[src/rtl/lfsr_keystream_gen.sv]
// Fibonacci LFSR keystream generator: tick-enable paced stepping, seed-load handshake
// with zero-seed substitution, and OUT_W-bit packed keystream words with valid/ready.
module lfsr_keystream_gen #(
    parameter int                WIDTH        = 64,
    parameter logic [WIDTH-1:0]  TAPS         = 64'hD800000000000000,
    parameter logic [WIDTH-1:0]  DEFAULT_SEED = 64'h0000000000000001,
    parameter int                DIV_N        = 8,
    parameter int                OUT_W        = 8
) (
    input  logic             i_clk,
    input  logic             i_rst,
    input  logic             i_enable,
    input  logic             i_seed_valid,
    input  logic [WIDTH-1:0] i_seed,
    output logic             o_seed_ready,
    output logic             o_seed_zero,
    output logic [WIDTH-1:0] o_lfsr,
    output logic             o_ks_bit,
    output logic [OUT_W-1:0] o_ks_word,
    output logic             o_ks_valid,
    input  logic             i_ks_ready
);
    localparam int DIV_W  = (DIV_N > 1) ? $clog2(DIV_N) : 1;
    localparam int PACK_W = (OUT_W > 1) ? $clog2(OUT_W) : 1;
    localparam logic [DIV_W-1:0]  DIV_LAST  = DIV_W'(DIV_N - 1);
    localparam logic [PACK_W-1:0] PACK_LAST = PACK_W'(OUT_W - 1);

    logic [WIDTH-1:0]  state_reg, state_next;
    logic [DIV_W-1:0]  div_cnt_reg, div_cnt_next;
    logic [PACK_W-1:0] pack_cnt_reg, pack_cnt_next;
    logic [OUT_W-1:0]  word_reg, word_next;
    logic              valid_reg, valid_next;
    logic              seed_zero_reg, seed_zero_next;
    logic              seed_ready_reg;

    logic stall, run, tick, seed_load, word_done, fb;

    always_comb begin
        stall     = valid_reg & ~i_ks_ready;
        run       = i_enable & ~stall;
        tick      = run & (div_cnt_reg == DIV_LAST);
        seed_load = i_seed_valid & seed_ready_reg;
        word_done = tick & (pack_cnt_reg == PACK_LAST);
        fb        = ^(state_reg & TAPS);
    end

    // Each word bit captures the outgoing MSB when the pack pointer sits on it.
    for (genvar gi = 0; gi < OUT_W; gi++) begin : g_pack
        assign word_next[gi] = seed_load ? 1'b0 :
                               (tick && (pack_cnt_reg == PACK_W'(gi))) ? state_reg[WIDTH-1] :
                               word_reg[gi];
    end

    always_comb begin
        state_next     = state_reg;
        div_cnt_next   = div_cnt_reg;
        pack_cnt_next  = pack_cnt_reg;
        valid_next     = valid_reg;
        seed_zero_next = 1'b0;
        if (seed_load) begin
            // A zero seed would lock the register, so substitute the default.
            state_next     = (i_seed == '0) ? DEFAULT_SEED : i_seed;
            seed_zero_next = (i_seed == '0);
            div_cnt_next   = '0;
            pack_cnt_next  = '0;
            valid_next     = 1'b0;
        end else begin
            if (run)
                div_cnt_next = (div_cnt_reg == DIV_LAST) ? '0 : div_cnt_reg + 1'b1;
            if (tick) begin
                state_next    = {state_reg[WIDTH-2:0], fb};
                pack_cnt_next = word_done ? '0 : pack_cnt_reg + 1'b1;
            end
            if (word_done)
                valid_next = 1'b1;
            else if (valid_reg && i_ks_ready)
                valid_next = 1'b0;
        end
    end

    always_ff @(posedge i_clk) begin
        if (i_rst) begin
            state_reg      <= DEFAULT_SEED;
            div_cnt_reg    <= '0;
            pack_cnt_reg   <= '0;
            word_reg       <= '0;
            valid_reg      <= 1'b0;
            seed_zero_reg  <= 1'b0;
            seed_ready_reg <= 1'b0;
        end else begin
            state_reg      <= state_next;
            div_cnt_reg    <= div_cnt_next;
            pack_cnt_reg   <= pack_cnt_next;
            word_reg       <= word_next;
            valid_reg      <= valid_next;
            seed_zero_reg  <= seed_zero_next;
            seed_ready_reg <= 1'b1;
        end
    end

    assign o_lfsr       = state_reg;
    assign o_ks_bit     = state_reg[WIDTH-1];
    assign o_ks_word    = word_reg;
    assign o_ks_valid   = valid_reg;
    assign o_seed_ready = seed_ready_reg;
    assign o_seed_zero  = seed_zero_reg;

endmodule

[config.mk]
export PLATFORM = sky130hd
export DESIGN_NAME = lfsr_keystream_gen
export DESIGN_NICKNAME = d
export VERILOG_FILES = /design/src/rtl/lfsr_keystream_gen.sv
export SDC_FILE = /design/constraint.sdc
export NUM_CORES = 1
export LEC_CHECK = 0
export CAP_MARGIN = 10
export CORE_MARGIN = 2
export CORE_UTILIZATION = 30
export CTS_CLUSTER_SIZE = 28
export DETAILED_ROUTE_END_ITERATION = 6
export DONT_BUFFER_PORTS = 1
export PLACE_DENSITY = 0.42
export RECOVER_POWER = 50
export SLEW_MARGIN = 40
export SYNTH_ARGS = -nofsm -noshare
export SYNTH_HDL_FRONTEND = slang
export SYNTH_SLANG_ARGS = --single-unit
[constraint.sdc]
create_clock -name i_clk -period 2.75 [get_ports i_clk]
set_clock_uncertainty 0.1 [all_clocks]
set_input_delay 0.275 -clock i_clk [delete_from_list [all_inputs] [get_ports i_clk]]
set_output_delay 0.275 -clock i_clk [all_outputs]
set_load 0.01 [all_outputs]
==> results.md, run 1 <==
* Layout cells sized above 1 at 18.9%
* Worst Tran Pin Value at 717 ps
* Setup crit end kind: register
* Synthesized Nets at 546
* Filler cell count at 1421
* Leak Pwr at 1.44 nW
* Post-place setup slack at 772 ps
* Commonest non-fill, non-tap cell in the layout: nand2_1
* Area delta synth->final at 9.85%
* CTS root buf: clkbuf_16
* # DRC at 0
* Max_cap viols at 0
* Final worst-path cycle share at 72.8%
* Final ANT Viol Nets at 0
* First-pass DRT Iterations at 4
* Core Area at 13300 um^2
* VDD IR-drop max at 334 uV
* Worst slew margin at 52.2%
* CP Data Arrival Time at 2150 ps
* Unrepaired setup endpoints after global routing: false
* Final hold slack at 43.1 ps
* Hold Fails Final Rpt at 0
* Later-pin clock latency in the skew report at 340 ps
* Power, Total at 2.88 mW
* First-pass GRT wire length at 18300 um
* Row count at 42
* Num CTS Buffers at 9
* Max FFs per register at 64
* CP Launch Type: register
* CP max FO at 27
* Post-synthesis sequential area ratio at 39.3%
* Gr usage total at 16.2%
* I/O pin cnt at 145
* PnR worst setup slack at 748 ps
* Final slew viol count at 0
* Final Setup Violations at 0
* Crit Path Class: reg -> reg
* Initial Utilization at 30.9%
* CTS tree: done
* Placed cells at 610
* Max frequency at 499 MHz
* Final RePlAce weighted congestion at 0.753
* Syn Area/Cell at 8.80 um^2
* Final WL at 11900 um
* Total grt overflow at 0
* WL/cell at 18.9 um
* Post-CTS sizing at 0
* CTS Sinks at 81
* Status: finished, final reports clean
* Final Critical Period at 2000 ps
* Utilization after layout at 34.0%
* Clock tree buffer depth at 2
* Post-synth cell types at 31
* Die height at 121 um
* Fin Setup TNS at 0 ps
* Required time worst endpoint at 2900 ps
* YS warnings at 0
* Vias in the first global route at 3284
* Power per cell area at 636 nW/um^2
* Post-Synthesis Cells at 469
* Drt initial violations at 186
* Commonest cells after routing, fill and taps aside: 135 x nand2_1, 81 x dfxtp_1, 63 x nor2_1
* IO buf count at 0
* Chip width at 121 um
* DPL Wire Length at 7990 um
* Post-layout net count at 526
* Initial antenna violation count at 0
* Non-Filler Instances at 630
* DR vias/cell at 5.32
* Post-Syn Area at 4130 um^2
* Routed via count at 3353
* Die Area at 14700 um^2
* Largest net degree at the start of global routing at 66
* Worst-path clk slew at 60 ps
* Placed Area at 4160 um^2
* Ant. Diodes at 0
* Flops & latches, synth at 81
* Post-route cell area at 4530 um^2
* HP Class: in -> reg
* CTS H-Tree Depth at 3
## synthesized netlist by cell type
cell	n	area, um^2
a21oi_1	14	70.1
a311oi_1	3	26.3
a311oi_2	60	901
and3_4	1	11.3
buf_1	3	11.3
buf_12	1	20.0
buf_2	13	65.1
buf_4	2	15.0
buf_6	1	11.3
buf_8	6	90.1
clkbuf_1	15	56.3
clkbuf_2	1	5.00
dfxtp_1	81	1620
ha_1	8	100
inv_1	8	30.0
mux2_2	1	11.3
nand2_1	136	510
nand2b_1	1	6.26
nand3_1	4	20.0
nand3_2	1	10.0
nand4_1	12	75.1
nor2_1	63	236
nor3_1	1	5.00
nor3b_1	1	7.51
nor4_1	17	106
o21ai_0	4	20.0
o22a_1	1	8.76
o31ai_1	3	22.5
or3_1	3	18.8
xnor2_1	2	17.5
xor2_1	2	17.5
## worst max-delay path, stage by stage (launching register included)
cell and delay [ps]:
dfxtp_1 350, ha_1 160, ha_1 220, and3_4 440, buf_4 290, nand2_1 90, a311oi_2 250
## routing by layer
layer  track usage, %  part of all wire [%]  vias up
met1             20.1                    44     1612
met2             25.9                    47       98
met5                0                     0        -
met3             5.55                   6.5       16
li1                 -                     -     1627
met4             6.18                   2.2        0
## final timing paths
path | start | endpoint | slack [ps] | depth (start not counted)
setup / recovery | div_cnt_reg[0]$_SDFFE_PP0N_ | o_lfsr[7]$_SDFFE_PP0P_ | 750 | 6
hold / removal | i_seed[12] | o_lfsr[12]$_SDFFE_PP0P_ | 40 | 2
setup reg to reg | div_cnt_reg[0]$_SDFFE_PP0N_ | o_lfsr[7]$_SDFFE_PP0P_ | 750 | 6
hold reg to reg | div_cnt_reg[2]$_SDFFE_PP0N_ | div_cnt_reg[2]$_SDFFE_PP0N_ | 370 | 2
## cell families (layout without fill, tap and decap cells)
| logic type | Yosys count | in the layout | synth area share (%) |
|---|---|---|---|
| compound gates | 85 | 85 | 25.4 |
| simple gates | 240 | 240 | 24.4 |
| buf+inv | 50 | 35 | 7.37 |
| mux | 1 | 1 | 0.273 |
| xor+xnor | 4 | 4 | 0.849 |
| fa+ha+maj | 8 | 8 | 2.43 |
| flops | 81 | 81 | 39.3 |
## area by class of cell
type	instances	area (um^2)	share of cell area (%)
clock buffers	11	243	5.35
flip-flops and latches	81	1620	35.8
multi-input cells	338	2210	48.7
inverters	8	30.0	0.662
clock inverters	5	78.8	1.74
well taps	176	220	4.86
repair buffers	11	131	2.90
## power breakdown
group          switching, mW  internal, mW
clock                  0.503         0.819
sequential            0.0959          1.24
combinational          0.128        0.0967
total                  0.727          2.15
## what timing repair did
| action | 4_1_cts | 5_1_grt |
|---|---|---|
| setup buffers | 0 | 0 |
| hold endpoints to repair | 67 | 0 |
| hold buffers | 4 | 0 |
Power figures use the tool's default switching activity.
==> run 2, diff against run 1 <==
Settings changed: PLACE_DENSITY 0.42 to 0.43.
Clock period 2.75 ns to 1.82 ns, I/O delays scaled along.
==> run 2 against run 1 <==
  * The flow now finishes with violations (hold timing)
  * Register-to-register slack lost 620 ps
  * First-iteration DRC count shrank 18%
  * Critical path depth is the same
  * Clock power grew 45%
  * Power grew 47%
  * Non-clock buffer count grew 9
  * Cell area grew 2.2%
  * Critical path type unchanged
==> results.md, run 2 (same netlist as run 1, synthesis figures left out) <==
* Status: complete, but fails checks
* Failing checks: hold timing
* First-pass GRT wire length at 18600 um (+1.9%)
* Post-layout net count at 535 (+1.7%)
* Max frequency at 590 MHz (+18%)
* Final RePlAce weighted congestion at 0.745 (-0.97%)
* CP Launch Type: register
* DPL Wire Length at 7950 um (-0.58%)
* IO buf count at 0 (unchanged)
* Power, Total at 4.25 mW (+47%)
* Hold Fails Final Rpt at 65 (+65)
* Later-pin clock latency in the skew report at 340 ps (about the same)
* CP max FO at 31 (+15%)
* R2r setup slk at 130 ps (-620 ps)
* Final Critical Period at 1690 ps (-308 ps)
* Worst slew margin at 47.9% (-4.3 points)
* Worst-path cell chain: ha_1 -> ha_2 -> and3_4 -> buf_12 -> nand2_1 -> a311oi_2
* Filler cell count at 1417 (-0.28%)
* Area delta synth->final at 12.2%
* CP Data Arrival Time at 1850 ps (-300 ps)
* Hold buffers post-CTS at 3 (-1)
* Leak Pwr at 1.48 nW (+3.3%)
* Row count at 42 (unchanged)
* Worst-path clk slew at 60 ps (about the same)
* Commonest non-fill, non-tap cell in the layout: nand2_1
* Final hold slack at -185 ps (-228 ps)
* Final worst-path cycle share at 93.1% (+20 points)
* Total grt overflow at 0 (unchanged)
* CTS Sinks at 81 (unchanged)
* Initial Utilization at 30.9% (unchanged)
* Crit Path Class: reg -> reg
* DR vias/cell at 5.25 (-1.3%)
* Worst path bufs/invs at 1 (unchanged)
* CP delay by family, top: adder cells
* HP Class: in -> reg
* Max FFs per register at 64 (unchanged)
* Initial antenna violation count at 0 (unchanged)
* Fin Setup TNS at 0 ps (unchanged)
* Setup crit end kind: register
* WL/cell at 18.3 um (-2.7%)
* Worst Tran Pin Value at 781 ps (+63.8 ps)
* Critical-path cell with the highest stage delay: dfxtp_1
* Commonest cells after routing, fill and taps aside: 135 x nand2_1, 81 x dfxtp_1, 63 x nor2_1
* Chip width at 121 um (unchanged)
* Clock tree buffer depth at 2 (unchanged)
* I/O pin cnt at 145 (unchanged)
* Routed via count at 3356 (+0.089%)
* Required time worst endpoint at 1980 ps (-920 ps)
* Num CTS Buffers at 9 (unchanged)
* Drt initial violations at 153 (-18%)
* Post-CTS setup buffer count at 0 (unchanged)
* Layout cells sized above 1 at 20.5% (+1.6 points)
* Vias in the first global route at 3469 (+5.6%)
* Gr usage total at 16.2% (+0.023 points)
* Largest net degree at the start of global routing at 67 (+1.5%)
* Core Area at 13300 um^2 (unchanged)
* # DRC at 0 (unchanged)
* CTS root buf: clkbuf_16
* Final slew viol count at 0 (unchanged)
* Unrepaired setup endpoints after global routing: false
* First-pass DRT Iterations at 4 (unchanged)
* Power per cell area at 917 nW/um^2 (+44%)
* Max_cap viols at 0 (unchanged)
* CTS tree: done
* Final ANT Viol Nets at 0 (unchanged)
* R2R Path Start: div_cnt_reg[0]$_SDFFE_PP0N_
* Final Setup Violations at 0 (unchanged)
* Hold_sp: i_rst
* Crit path largest cell delay at 350 ps (-90 ps)
* Ant. Diodes at 0 (unchanged)
* VDD IR-drop max at 401 uV (+20%)
* Crit. Startpoint: div_cnt_reg[0]$_SDFFE_PP0N_
* Die height at 121 um (unchanged)
* Utilization after layout at 34.7% (+0.73 points)
* CTS H-Tree Depth at 3 (unchanged)
* Die Area at 14700 um^2 (unchanged)
* Final WL at 11700 um (-1.3%)
==> run 2: cell types whose count changed in the layout (fill, tap and decap cells not counted), moves of 2 or more <==
cell | previous run | this run
clkbuf_8 | 1 | 3
buf_4 | 4 | 8
buf_12 | 2 | 7
clkbuf_1 | 2 | 4
==> run 2: metal layers <==
layer / GRT usage, % / wire length (um) / vias up
met5: 0 / 0 / -
met4: 7.18 / 245 / 0
met3: 5.83 / 993 / 14
met2: 25.7 / 5400 / 103
met1: 19.8 / 5080 / 1604
li1: - / - / 1635
==> run 2: power breakdown <==
part / switching, mW / internal, mW / leakage [nW]
logic: 0.164 / 0.152 / 0.665
clock network: 0.742 / 1.18 / 0.153
registers: 0.141 / 1.87 / 0.666
==> run 2: path summary, 6_finish.rpt <==
kind,depth (start not counted),to
hold / removal,1,o_lfsr[63]$_SDFFE_PP0P_
hold reg to reg,2,div_cnt_reg[1]$_SDFFE_PP0N_
setup reg to reg,6,o_lfsr[42]$_SDFFE_PP0P_
setup / recovery,6,o_lfsr[42]$_SDFFE_PP0P_
==> run 2: layout make-up <==
type | instances | area (um^2) | share of cell area, %
Clock buffer | 14 | 274 | 5.92
Inverter | 8 | 30.0 | 0.648
Tap cell | 176 | 220 | 4.75
Clock inverter | 2 | 35.0 | 0.756
Multi-Input combinational cell | 338 | 2210 | 47.8
Timing Repair Buffer | 20 | 238 | 5.13
Sequential cell | 81 | 1620 | 35.0
==> run 2: worst register-to-register path, delay by kind of cell, from the launching register on <==
kind,cells,cell delay (ps)
adder cells (fa/ha/maj),2,370
flip-flops,1,350
AND/OR/NAND/NOR,2,350
AO/OA/AOI/OAI,1,250
buffers and inverters,1,200
==> run 2: timing repair <==
| action | in CTS | in global routing |
|---|---|---|
| hold endpoints to repair | 69 | 65 |
| endpoints found under the setup margin | 0 | 10 |
| gates resized for setup | 0 | 2 |
==> run 2: metrics by stage <==
stage | cells | worst slack, ps | instance area, um^2
after floorplan | 469 | 229 | 4130
after global placement | 620 | 121 | 4300
after detailed placement | 620 | 86.6 | 4300
after CTS | 639 | 93.3 | 4640
after global routing | 639 | 27.8 | 4630
final | 639 | 126 | 4630
==> run 3, diff against run 2 <==
Settings changed: HOLD_SLACK_MARGIN set to 0.08.
==> run 3 against run 2 <==
  * The run still ends with hold timing left
  * Via count is 0.24% higher
  * Fmax about the same
  * Setup slack is essentially flat
  * Clock-buffer cell count did not move
  * Clock power barely moved
  * Sequential power is essentially flat
  * Critical path type unchanged
  * Critical endpoint unchanged
==> results.md, run 3 (same netlist as run 1, synthesis figures left out) <==
* Final ANT Viol Nets at 0 (unchanged)
* VDD IR-drop max at 401 uV (about the same)
* # DRC at 0 (unchanged)
* Final Setup Violations at 0 (unchanged)
* PnR worst setup slack at 126 ps (-0.233 ps)
* Post-place setup slack at 86.6 ps (unchanged)
* CTS tree: done
* Worst-path cell chain: ha_1 -> ha_2 -> and3_4 -> buf_12 -> nand2_1 -> a311oi_2
* Max FFs per register at 64 (unchanged)
* Core Area at 13300 um^2 (unchanged)
* CTS H-Tree Depth at 3 (unchanged)
* Failing checks: hold timing
* Worst Tran Pin Value at 798 ps (+17.2 ps)
* Required time worst endpoint at 1980 ps (about the same)
* Largest net degree at the start of global routing at 67 (unchanged)
* Final Critical Period at 1690 ps (+0.233 ps)
* Gr usage total at 16.2% (about the same)
* Placed Area at 4300 um^2 (unchanged)
* Vias in the first global route at 3473 (+0.12%)
* Worst-path clk slew at 60 ps (about the same)
* Max frequency at 590 MHz (about the same)
* Final RePlAce weighted congestion at 0.745 (unchanged)
* Net switching power at 1.05 mW (-0.16%)
* Layout cells sized above 1 at 20.5% (unchanged)
* Die Area at 14700 um^2 (unchanged)
* Ant. Diodes at 0 (unchanged)
* CTS Sinks at 81 (unchanged)
* Leak Pwr at 1.48 nW (unchanged)
* Filler cell count at 1417 (unchanged)
* Combinational share of power at 7.5% (about the same)
* Post-CTS setup buffer count at 0 (unchanged)
* Clock tree buffer depth at 2 (unchanged)
* DPL Wire Length at 7950 um (unchanged)
* Seq pwr share at 47.4% (about the same)
* Drt initial violations at 144 (-5.9%)
* Die height at 121 um (unchanged)
* CTS root buf: clkbuf_16
* Post-route cell area at 4630 um^2 (unchanged)
* Later-pin clock latency in the skew report at 340 ps (about the same)
* Status: complete, but fails checks
* Power per cell area at 916 nW/um^2 (about the same)
* Setup crit end kind: register
* Final WL at 11700 um (about the same)
* Total grt overflow at 0 (unchanged)
* Crit path largest cell delay at 350 ps (about the same)
* Final worst-path cycle share at 93.1% (about the same)
* Commonest non-fill, non-tap cell in the layout: nand2_1
* Clock share of power at 45.1% (about the same)
* Max_cap viols at 0 (unchanged)
* HP Class: in -> reg
* First-pass GRT wire length at 18600 um (about the same)
* Chip width at 121 um (unchanged)
* Row count at 42 (unchanged)
* Commonest cells after routing, fill and taps aside: 135 x nand2_1, 81 x dfxtp_1, 63 x nor2_1
* Routed via count at 3364 (+0.24%)
* Non-Filler Instances at 639 (unchanged)
* Int Pwr at 3.20 mW (about the same)
* Worst slew margin at 46.8% (-1.1 points)
* Post-layout net count at 535 (unchanged)
* Final slew viol count at 0 (unchanged)
* IO buf count at 0 (unchanged)
* Critical-path cell with the highest stage delay: dfxtp_1
* Hold Fails Final Rpt at 65 (unchanged)
* Utilization after layout at 34.7% (unchanged)
* I/O pin cnt at 145 (unchanged)
* Num CTS Buffers at 9 (unchanged)
* Crit Path Class: reg -> reg
* First-pass DRT Iterations at 5 (+1)
* CP delay by family, top: adder cells
* WL/cell at 18.3 um (about the same)
* Initial Utilization at 30.9% (unchanged)
* Fin Setup TNS at 0 ps (unchanged)
* CP Launch Type: register
* Unrepaired setup endpoints after global routing: false
* Initial antenna violation count at 0 (unchanged)
* Power, Total at 4.24 mW (about the same)
* CP max FO at 31 (unchanged)
* CP Data Arrival Time at 1850 ps (about the same)
* Area delta synth->final at 12.2% (unchanged)
* Sw Ratio at 24.6% (-0.030 points)
* DR vias/cell at 5.26 (+0.24%)
* Worst path bufs/invs at 1 (unchanged)
* Placed cells at 620 (unchanged)
* Final hold slack at -185 ps (+0.122 ps)
* Hold buffers post-CTS at 3 (unchanged)
## run 3: cell counts in the layout (fill, tap and decap cells not counted)
No cell type changed its count.
## run 3: path summary, 6_finish.rpt
check | start | to | slack, ps | depth (start not counted)
worst min-delay path | i_rst | o_lfsr[55]$_SDFFE_PP0P_ | -180 | 1
worst max-delay path | div_cnt_reg[0]$_SDFFE_PP0N_ | o_lfsr[42]$_SDFFE_PP0P_ | 130 | 6
worst min register to register | div_cnt_reg[1]$_SDFFE_PP0N_ | div_cnt_reg[1]$_SDFFE_PP0N_ | 370 | 2
worst max register to register | div_cnt_reg[0]$_SDFFE_PP0N_ | o_lfsr[42]$_SDFFE_PP0P_ | 130 | 6
## run 3: metal layers
layer	global-route usage, %	up-vias	part of all wire, %
met3	5.78	14	8.4
met4	7.18	0	2.1
met5	0	-	0
li1	-	1636	-
met1	19.8	1613	43
met2	25.7	101	46
## run 3: power by group through the flow
stage / sequential [mW] / clock, mW / combinational (mW)
after floorplan: 2.02 / 0 / 0.292
after global placement: 2.06 / 0 / 0.306
after detailed placement: 2.05 / 0 / 0.314
after CTS: 2.02 / 1.98 / 0.322
after global routing: 2.03 / 2.04 / 0.352
final: 2.01 / 1.92 / 0.316
## run 3: final cells by class
type | count | area [um^2] | area share (%)
Multi-Input combinational cell | 338 | 2210 | 47.8
Inverter | 8 | 30.0 | 0.648
Clock inverter | 2 | 35.0 | 0.756
Sequential cell | 81 | 1620 | 35.0
Timing Repair Buffer | 20 | 238 | 5.13
Clock buffer | 14 | 274 | 5.92
Tap cell | 176 | 220 | 4.75
## run 3: worst reg2reg max path: stages (launching register included)
cell      delay [ps]
dfxtp_1          350
ha_1             160
ha_2             210
and3_4           240
buf_12           200
nand2_1          110
a311oi_2         250
## run 3: what timing repair did
| action | 4_1_cts | 5_1_grt |
|---|---|---|
| hold endpoints to repair | 71 | 65 |
| gates resized for setup | 0 | 2 |
| endpoints found under the setup margin | 0 | 10 |
